**config.mk**
```make
export PLATFORM = sky130hd
export DESIGN_NAME = wb_regfile
export DESIGN_NICKNAME = d
export VERILOG_FILES = /design/src/rtl/wb_regfile.sv
export SDC_FILE = /design/constraint.sdc
export NUM_CORES = 1
export LEC_CHECK = 0
export CAP_MARGIN = 30
export CORE_UTILIZATION = 62
export DETAILED_ROUTE_END_ITERATION = 6
export GPL_ROUTABILITY_DRIVEN = 0
export MAX_ROUTING_LAYER = met4
export PLACE_DENSITY_LB_ADDON = 0.08
export SYNTH_ARGS = -nofsm -noshare
export SYNTH_HDL_FRONTEND = slang
export SYNTH_SLANG_ARGS = --single-unit
```
**constraint.sdc**
```tcl
create_clock -name clk -period 5.4 [get_ports clk]
set_input_delay 1.35 -clock clk [delete_from_list [all_inputs] [get_ports clk]]
set_output_delay 1.35 -clock clk [all_outputs]
set_load 0.05 [all_outputs]
```
**src/rtl/wb_regfile.sv**
```systemverilog
// Write-back stage and 16-entry register file with two combinational read ports.
// Optional macro REGFILE_BYPASS_EN forwards the in-flight write to matching read ports.
module wb_regfile #(
    parameter int LINK_REG = 15,
    parameter int NUM_REGS = 16
) (
    input  logic        clk,
    input  logic        rst,
    input  logic        wb_stall,
    input  logic        regdst_in,
    input  logic        regwrite_in,
    input  logic [1:0]  memtoreg_in,
    input  logic [15:0] alu_out_in,
    input  logic [15:0] mem_out_in,
    input  logic [15:0] link_in,
    input  logic [3:0]  reg_source_in,
    input  logic        rd_en1,
    input  logic        rd_en2,
    input  logic [3:0]  rd_addr1,
    input  logic [3:0]  rd_addr2,
    output logic [15:0] rd_data1,
    output logic [15:0] rd_data2,
    output logic        wb_valid,
    output logic [3:0]  wb_addr,
    output logic [15:0] wb_data,
    output logic [15:0] commit_count
);

    localparam logic [3:0] LINK_IDX = 4'(LINK_REG);

    logic [15:0] r_regs [NUM_REGS];
    logic [15:0] r_count;

    logic [3:0]  w_addr;
    logic [15:0] w_data;
    logic        w_valid;
    logic        w_byp1;
    logic        w_byp2;

    assign w_addr = regdst_in ? LINK_IDX : reg_source_in;

    always_comb begin
        w_data = alu_out_in;
        case (memtoreg_in)
            2'b01:   w_data = mem_out_in;
            2'b10:   w_data = link_in;
            default: w_data = alu_out_in;
        endcase
    end

    // wb_valid is a qualifier without a ready: when high, the commit happens at the next edge.
    assign w_valid = regwrite_in & ~wb_stall & (w_addr != 4'd0);

    always_ff @(posedge clk or negedge rst) begin
        if (!rst) begin
            for (int i = 0; i < NUM_REGS; i++) begin
                r_regs[i] <= 16'h0000;
            end
            r_count <= 16'h0000;
        end else if (w_valid) begin
            r_regs[w_addr] <= w_data;
            if (r_count != 16'hFFFF) begin
                r_count <= r_count + 16'd1;
            end
        end
    end

`ifdef REGFILE_BYPASS_EN
    assign w_byp1 = w_valid && (rd_addr1 == w_addr);
    assign w_byp2 = w_valid && (rd_addr2 == w_addr);
`else
    assign w_byp1 = 1'b0;
    assign w_byp2 = 1'b0;
`endif

    // R0 is masked on the read side as well, so it reads zero regardless of storage.
    always_comb begin
        rd_data1 = 16'h0000;
        if (rd_en1 && (rd_addr1 != 4'd0)) begin
            rd_data1 = w_byp1 ? w_data : r_regs[rd_addr1];
        end
    end

    always_comb begin
        rd_data2 = 16'h0000;
        if (rd_en2 && (rd_addr2 != 4'd0)) begin
            rd_data2 = w_byp2 ? w_data : r_regs[rd_addr2];
        end
    end

    assign wb_valid     = w_valid;
    assign wb_addr      = w_addr;
    assign wb_data      = w_data;
    assign commit_count = r_count;

endmodule

```
==> out/qor.yml, run 1 <==
outcome:
  outcome: "complete, no violations"
worst_setup_path:
  crit_type: "in -> out"
  r2r-end: "commit_count[10]"
  required_ns: 4.05
  crit_family: "buffers and inverters"
  critPathCaptureType: "output pin"
  ff2ff_setup_slack_ns: 3.43
  critPathLaunchType: "primary input"
  critPathMaxFanout: 16
  crit_buf_inv: 4
  slowest_stage: "clkdlybuf4s50_1"
  cp.arrival_ns: 3.52
  critPathMostFrequentCell: "inv_1"
  timing.rr.start: "commit_count[0]"
  slowest_delay_ns: 0.48
  crit_chain: "clkdlybuf4s50_1 > inv_1 > ha_1 > a22oi_1 > o21a_1 > inv_1 > buf_12"
  reg2reg_depth: 5
placement:
  io_buffer_count: 137
  dpl_cell_area_sq_um: 16000
  dp.cells: 1578
  post-dp-hpwl_mm: 26.5
cells_and_area:
  drive_above_1_share_pct: 28.5
  fin_nets: 1399
  syn_to_final_growth_pct: 22.2
  layout_common_cells: "dfrtp_1 (256), nand2_1 (247), o21ai_0 (153)"
  regArea_sq_um: 6410
  final_common_cell: "dfrtp_1"
  num_antenna_cells: 0
  final_cells: 1626
  final_area_sq_um: 16900
  fill_cells: 1390
  multi_input_area_sq_um: 6870
route:
  via_per_inst: 6.73
  post_drt_wl_per_cell_um: 25.6
  drt_iter0_markers: 1026
  ant_nets: 0
  drtPass1Iterations: 7
  num_vias: 10900
  routed_wl_mm: 41.6
  drc_errors: 0
hold_path:
  hold_depth: 1
  worstHoldEndpoint: "commit_count[15]"
  holdCritPathClass: "reg -> reg"
  hp-start: "commit_count[15]"
clock_tree:
  ctsLongestPathBuffers: 3
  cts_htree_levels: 1
  clkLatencyLatePin_ns: 0.55
  path_clk_slew_ns: 0.06
  ctsHoldBuffers: 0
  numCtsBuffers: 27
  cts-root-buf: "clkbuf_16"
  cts_tree: "built"
  cts_sinks: 256
  cts_setup_buffers: 0
  cts_resized: 0
synthesis:
  yosysWarnings: 0
  synth_area_leaders: "dfrtp_1 (46%), mux4_2 (16%), mux2_2 (8.3%), nand2_1 (6.7%), o21ai_0 (5.5%)"
  syn_area_per_cell_sq_um: 11.3
  ys.flop_type: "dfrtp_1"
  ys_seq_area_share_pct: 46.3
  synthMuxAreaShare_pct: 25.2
  ys_seq_elements: 256
  synth-compound-area-share_pct: 11.8
  yosys.area.top_type: "dfrtp_1"
  synth-edff-count: 0
  synth_adder_area_share_pct: 0.271
  yosys.area_share.simple_pct: 11.4
  ys_async_sr_fraction_pct: 100
  synthXorXnorAreaFrac_pct: 0.886
  postSynthCellCount: 1221
  synth_cell_types: 55
  syn_nets: 1293
  syn_area_sq_um: 13800
  synth_top_family_by_area: "multiplexers"
  synth_top_area_share_pct: 46.3
floorplan:
  die_h_um: 151
  io_pins: 138
  die_w_um: 151
  num_rows: 54
  dieArea_sq_um: 22900
  start_util_pct: 63.4
  core_area_sq_um: 21800
global_routing:
  grt_pass1_wl_mm: 63.4
  grt_max_degree: 132
  antenna_found_initial: 0
  grt_pass1_vias: 10900
  grtUsageTotal_pct: 39.0
  grt_overflow_total: 0
power_and_ir_drop:
  power.leakage_nw: 7.37
  cellPowerDensity_nw_per_um2: 332
  p_total_w: 0.00561
  vdd_drop_max_mv: 0.351
timing:
  period_needed_ns: 4.87
  hold_viol_final: 0
  drv_slew: 0
  rsz0062_at_grt: "false"
  setup_viol: 0
  setup_tns_ns: 0
  finClkSkew_ns: 0.00202
  max-slew-margin-rel_pct: 28.8
  fin_crit_sh_pct: 90.3
  maxClockFrequency_ghz: 0.205
  holdWs_ns: 0.489
  worst_pin_slew_ns: 1.07
run:
  max_cap_violations: 0
[power by group]
part | switching [W] | internal, W
Sequential | 0.000226 | 0.00217
Combinational | 0.000693 | 0.000621
Clock | 0.000778 | 0.00112
[metal layers]
metal | vias up | wire, um | global-route usage, %
met1 | 5466 | 16400 | 51.7
met4 | 0 | 1940 | 16.5
li1 | 4657 | - | -
met5 | - | 0 | -
met2 | 661 | 19500 | 58.7
met3 | 163 | 3720 | 7.95
[worst max-delay path by stage]
stage / from / to / slack, ns / cells after the start
3_3_place_gp: memtoreg_in[0] / wb_data[13] / 0.64 / 7
3_5_place_dp: memtoreg_in[0] / wb_data[13] / 0.61 / 7
6_report: memtoreg_in[0] / wb_data[13] / 0.53 / 7
5_1_grt: memtoreg_in[1] / wb_data[13] / 0.47 / 7
4_1_cts: memtoreg_in[0] / wb_data[13] / 0.56 / 7
2_1_floorplan: rd_addr1[0] / rd_data1[13] / 1.09 / 5
[cell usage after synthesis (8+ instances only)]
cell,n
clkbuf_1,73
mux2_2,102
mux2_4,10
inv_1,20
o21ai_0,153
mux4_2,96
nand2_1,247
o21a_1,17
dfrtp_1,256
a22o_1,31
a22oi_1,48
nand3_1,43
buf_2,26
xor2_1,11
nand4_1,8
[sequential cells by signal, summed over array words and instances, names as in the netlist]
register / flops
r_regs: 240
commit_count: 16
[cell families (layout without fill, tap and decap cells)]
logic type | count (synthesis) | in the layout
AO/OA/AOI/OAI | 263 | 263
XOR/XNOR | 14 | 14
adder cells (fa/ha/maj) | 3 | 3
buffers and inverters | 130 | 255
flip-flops | 256 | 256
multiplexers | 210 | 210
AND/OR/NAND/NOR | 345 | 345
[per-stage QoR]
stage	setup WS, ns	util (%)
after detailed placement	0.613	73.3
after global routing	0.469	77.5
after global placement	0.641	73.3
after CTS	0.564	77.5
final	0.526	77.5
after floorplan	1.09	-
[layout make-up]
| cell class | instances | share of cell area [%] |
|---|---|---|
| inverters | 20 | 0.444 |
| flip-flops and latches | 256 | 37.9 |
| well taps | 280 | 2.07 |
| multi-input cells | 835 | 40.7 |
| clock buffers | 41 | 4.96 |
| repair buffers | 187 | 13.5 |
| clock inverters | 7 | 0.459 |
No activity file was read; power rests on OpenSTA's default activity.
==> run 2, diff against run 1 <==
--- a/config.mk
+++ b/config.mk
@@ -6,7 +6,7 @@
 export NUM_CORES = 1
 export LEC_CHECK = 0
 export CAP_MARGIN = 30
-export CORE_UTILIZATION = 62
+export CORE_UTILIZATION = 45
 export DETAILED_ROUTE_END_ITERATION = 6
 export GPL_ROUTABILITY_DRIVEN = 0
 export MAX_ROUTING_LAYER = met4
==> run 2 against run 1 <==
Net effect:
- register-to-register slack improved by 0.06 ns
- fmax fell by 1.6%
- via count fell by 4.7%
- global-route usage fell by 9.6 points
- worst hold slack improved by 0.0073 ns
- critical path type unchanged
- highest routed layer unchanged
==> out/qor.yml, run 2 (same netlist as run 1, synthesis figures left out) <==
outcome:
  outcome: "complete, no violations"  # unchanged
clock_tree:
  cts_resized: 0  # unchanged
  path_clk_slew_ns: 0.06  # about the same
  clkLatencyLatePin_ns: 0.56  # was 0.55 ns
  cts_htree_levels: 1  # unchanged
  cts_setup_buffers: 0  # unchanged
  cts-root-buf: "clkbuf_16"  # unchanged
  cts_sinks: 256  # unchanged
  cts_tree: "built"  # unchanged
  ctsHoldBuffers: 0  # unchanged
  ctsLongestPathBuffers: 3  # unchanged
  numCtsBuffers: 29  # was 27
timing:
  finClkSkew_ns: 0.00661  # was 0.00202 ns
  period_needed_ns: 4.95  # was 4.87 ns
  max-slew-margin-rel_pct: 44.7  # was 28.8%
  setup_tns_ns: 0  # unchanged
  setup_ws_ns: 0.449  # was 0.526 ns
  rsz0062_at_grt: "false"  # unchanged
  maxClockFrequency_ghz: 0.202  # was 0.205 GHz
  drv_slew: 0  # unchanged
  hold_viol_final: 0  # unchanged
  worst_pin_slew_ns: 0.830  # was 1.07 ns
  setup_viol: 0  # unchanged
  fin_crit_sh_pct: 91.7  # was 90.3%
floorplan:
  dieArea_sq_um: 31400  # was 22900 sq um
  core_area_sq_um: 30000  # was 21800 sq um
  num_rows: 63  # was 54
  die_h_um: 177  # was 151 um
  start_util_pct: 46.2  # was 63.4%
  die_w_um: 177  # was 151 um
  io_pins: 138  # unchanged
cells_and_area:
  final_area_sq_um: 17200  # was 16900 sq um
  multi_input_area_sq_um: 6850  # was 6870 sq um
  largest_reg_flops: 240  # unchanged
  num_antenna_cells: 0  # unchanged
  regArea_sq_um: 6410  # unchanged
  largest-register: "r_regs"  # unchanged
  fill_cells: 2583  # was 1390
  fin_nets: 1406  # was 1399
  drive_above_1_share_pct: 29.1  # was 28.5%
  final_common_cell: "dfrtp_1"  # unchanged
  syn_to_final_growth_pct: 24.1  # was 22.2%
  final_util_pct: 57.3  # was 77.5%
  layout_common_cells: "dfrtp_1 (256), nand2_1 (247), o21ai_0 (153)"  # unchanged
hold_path:
  hp-start: "r_regs[153]"  # was commit_count[15]
  holdCritPathClass: "reg -> reg"  # unchanged
global_routing:
  grt_pass1_wl_mm: 66.1  # was 63.4 mm
  grtUsageMet2_pct: 45.2  # was 58.7%
  grt_pass1_vias: 10500  # was 10900
  grt_max_degree: 113  # was 132
  use_met3_pct: 3.28  # was 7.95%
  antenna_found_initial: 0  # unchanged
  grt_overflow_total: 0  # unchanged
  grt_busiest_layer: "met2"  # unchanged
  grtUsageTotal_pct: 29.4  # was 39.0%
  use_met1_pct: 41.1  # was 51.7%
route:
  routed_wl_mm: 43.1  # was 41.6 mm
  ant_nets: 0  # unchanged
  drtPass1Iterations: 5  # was 7
  num_vias: 10400  # was 10900
  drt_iter0_markers: 852  # was 1026
  via_per_inst: 5.97  # was 6.73
  post_drt_wl_per_cell_um: 24.6  # was 25.6 um
  drc_errors: 0  # unchanged
worst_setup_path:
  crit_type: "in -> out"  # unchanged
  critPathLaunchType: "primary input"  # unchanged
  startpoint: "memtoreg_in[1]"  # was memtoreg_in[0]
  critPathMaxFanout: 16  # unchanged
  timing.rr.start: "commit_count[0]"  # unchanged
  required_ns: 4.05  # about the same
  critPathCaptureType: "output pin"  # unchanged
  cp.arrival_ns: 3.60  # was 3.52 ns
power_and_ir_drop:
  power.leakage_nw: 7.44  # was 7.37 nW
  cellPowerDensity_nw_per_um2: 340  # was 332 nW/um^2
  vdd_drop_max_mv: 0.335  # was 0.351 mV
placement:
  dp_worst_setup_slack_ns: 0.515  # was 0.613 ns
  io_buffer_count: 137  # unchanged
  post-dp-hpwl_mm: 27.4  # was 26.5 mm
  dpl_cell_area_sq_um: 16100  # was 16000 sq um
run:
  max_cap_violations: 0  # unchanged
## run 2: critical path: stages
cell	delay (ns)
clkdlybuf4s50_1	0.49
inv_1	0.05
ha_1	0.36
a22oi_1	0.28
o21a_1	0.49
inv_1	0.33
buf_12	0.24
## run 2: routing by layer
metal	vias to the layer above	wire (um)
met1	5298	19100
met5	-	0
li1	4672	-
met3	91	2330
met2	373	20200
met4	0	1360
## run 2: layout make-up
class / instances / area share, %
multi-input cells: 835 / 39.9
flip-flops and latches: 256 / 37.3
repair buffers: 192 / 13.4
clock buffers: 33 / 4.55
well taps: 390 / 2.84
clock inverters: 21 / 1.57
inverters: 20 / 0.437
## run 2: metrics by stage
step	hold WS [ns]	cells	power, W
final	0.497	1747	0.00584
after floorplan	0.460	1221	0.00318
after CTS	0.500	1747	0.00587
after global placement	0.474	1692	0.00369
after global routing	0.518	1747	0.00607
after detailed placement	0.486	1693	0.00371
## run 2: worst paths after layout
kind / endpoint / slack, ns / cells past startpoint
max in group asynchronous: r_regs[122] / 3.42 / 2
hold reg to reg: r_regs[153] / 0.50 / 2
min in group asynchronous: r_regs[97] / 0.83 / 1
setup / recovery: wb_data[0] / 0.45 / 7
hold / removal: r_regs[153] / 0.50 / 2
setup reg to reg: commit_count[1] / 3.49 / 6
## run 2: power by group
group	switching (W)	internal (W)
registers	0.000209	0.00217
logic	0.000688	0.000618
clock network	0.000830	0.00132
total	0.00173	0.00411
==> run 3, diff against run 2 <==
--- a/config.mk
+++ b/config.mk
@@ -11,6 +11,7 @@
 export GPL_ROUTABILITY_DRIVEN = 0
 export MAX_ROUTING_LAYER = met4
 export PLACE_DENSITY_LB_ADDON = 0.08
+export SKIP_LAST_GASP = 1
 export SYNTH_ARGS = -nofsm -noshare
 export SYNTH_HDL_FRONTEND = slang
 export SYNTH_SLANG_ARGS = --single-unit
==> results of run 3 <==
No change in the layout: final DEF, timing and power equal those of run 2.
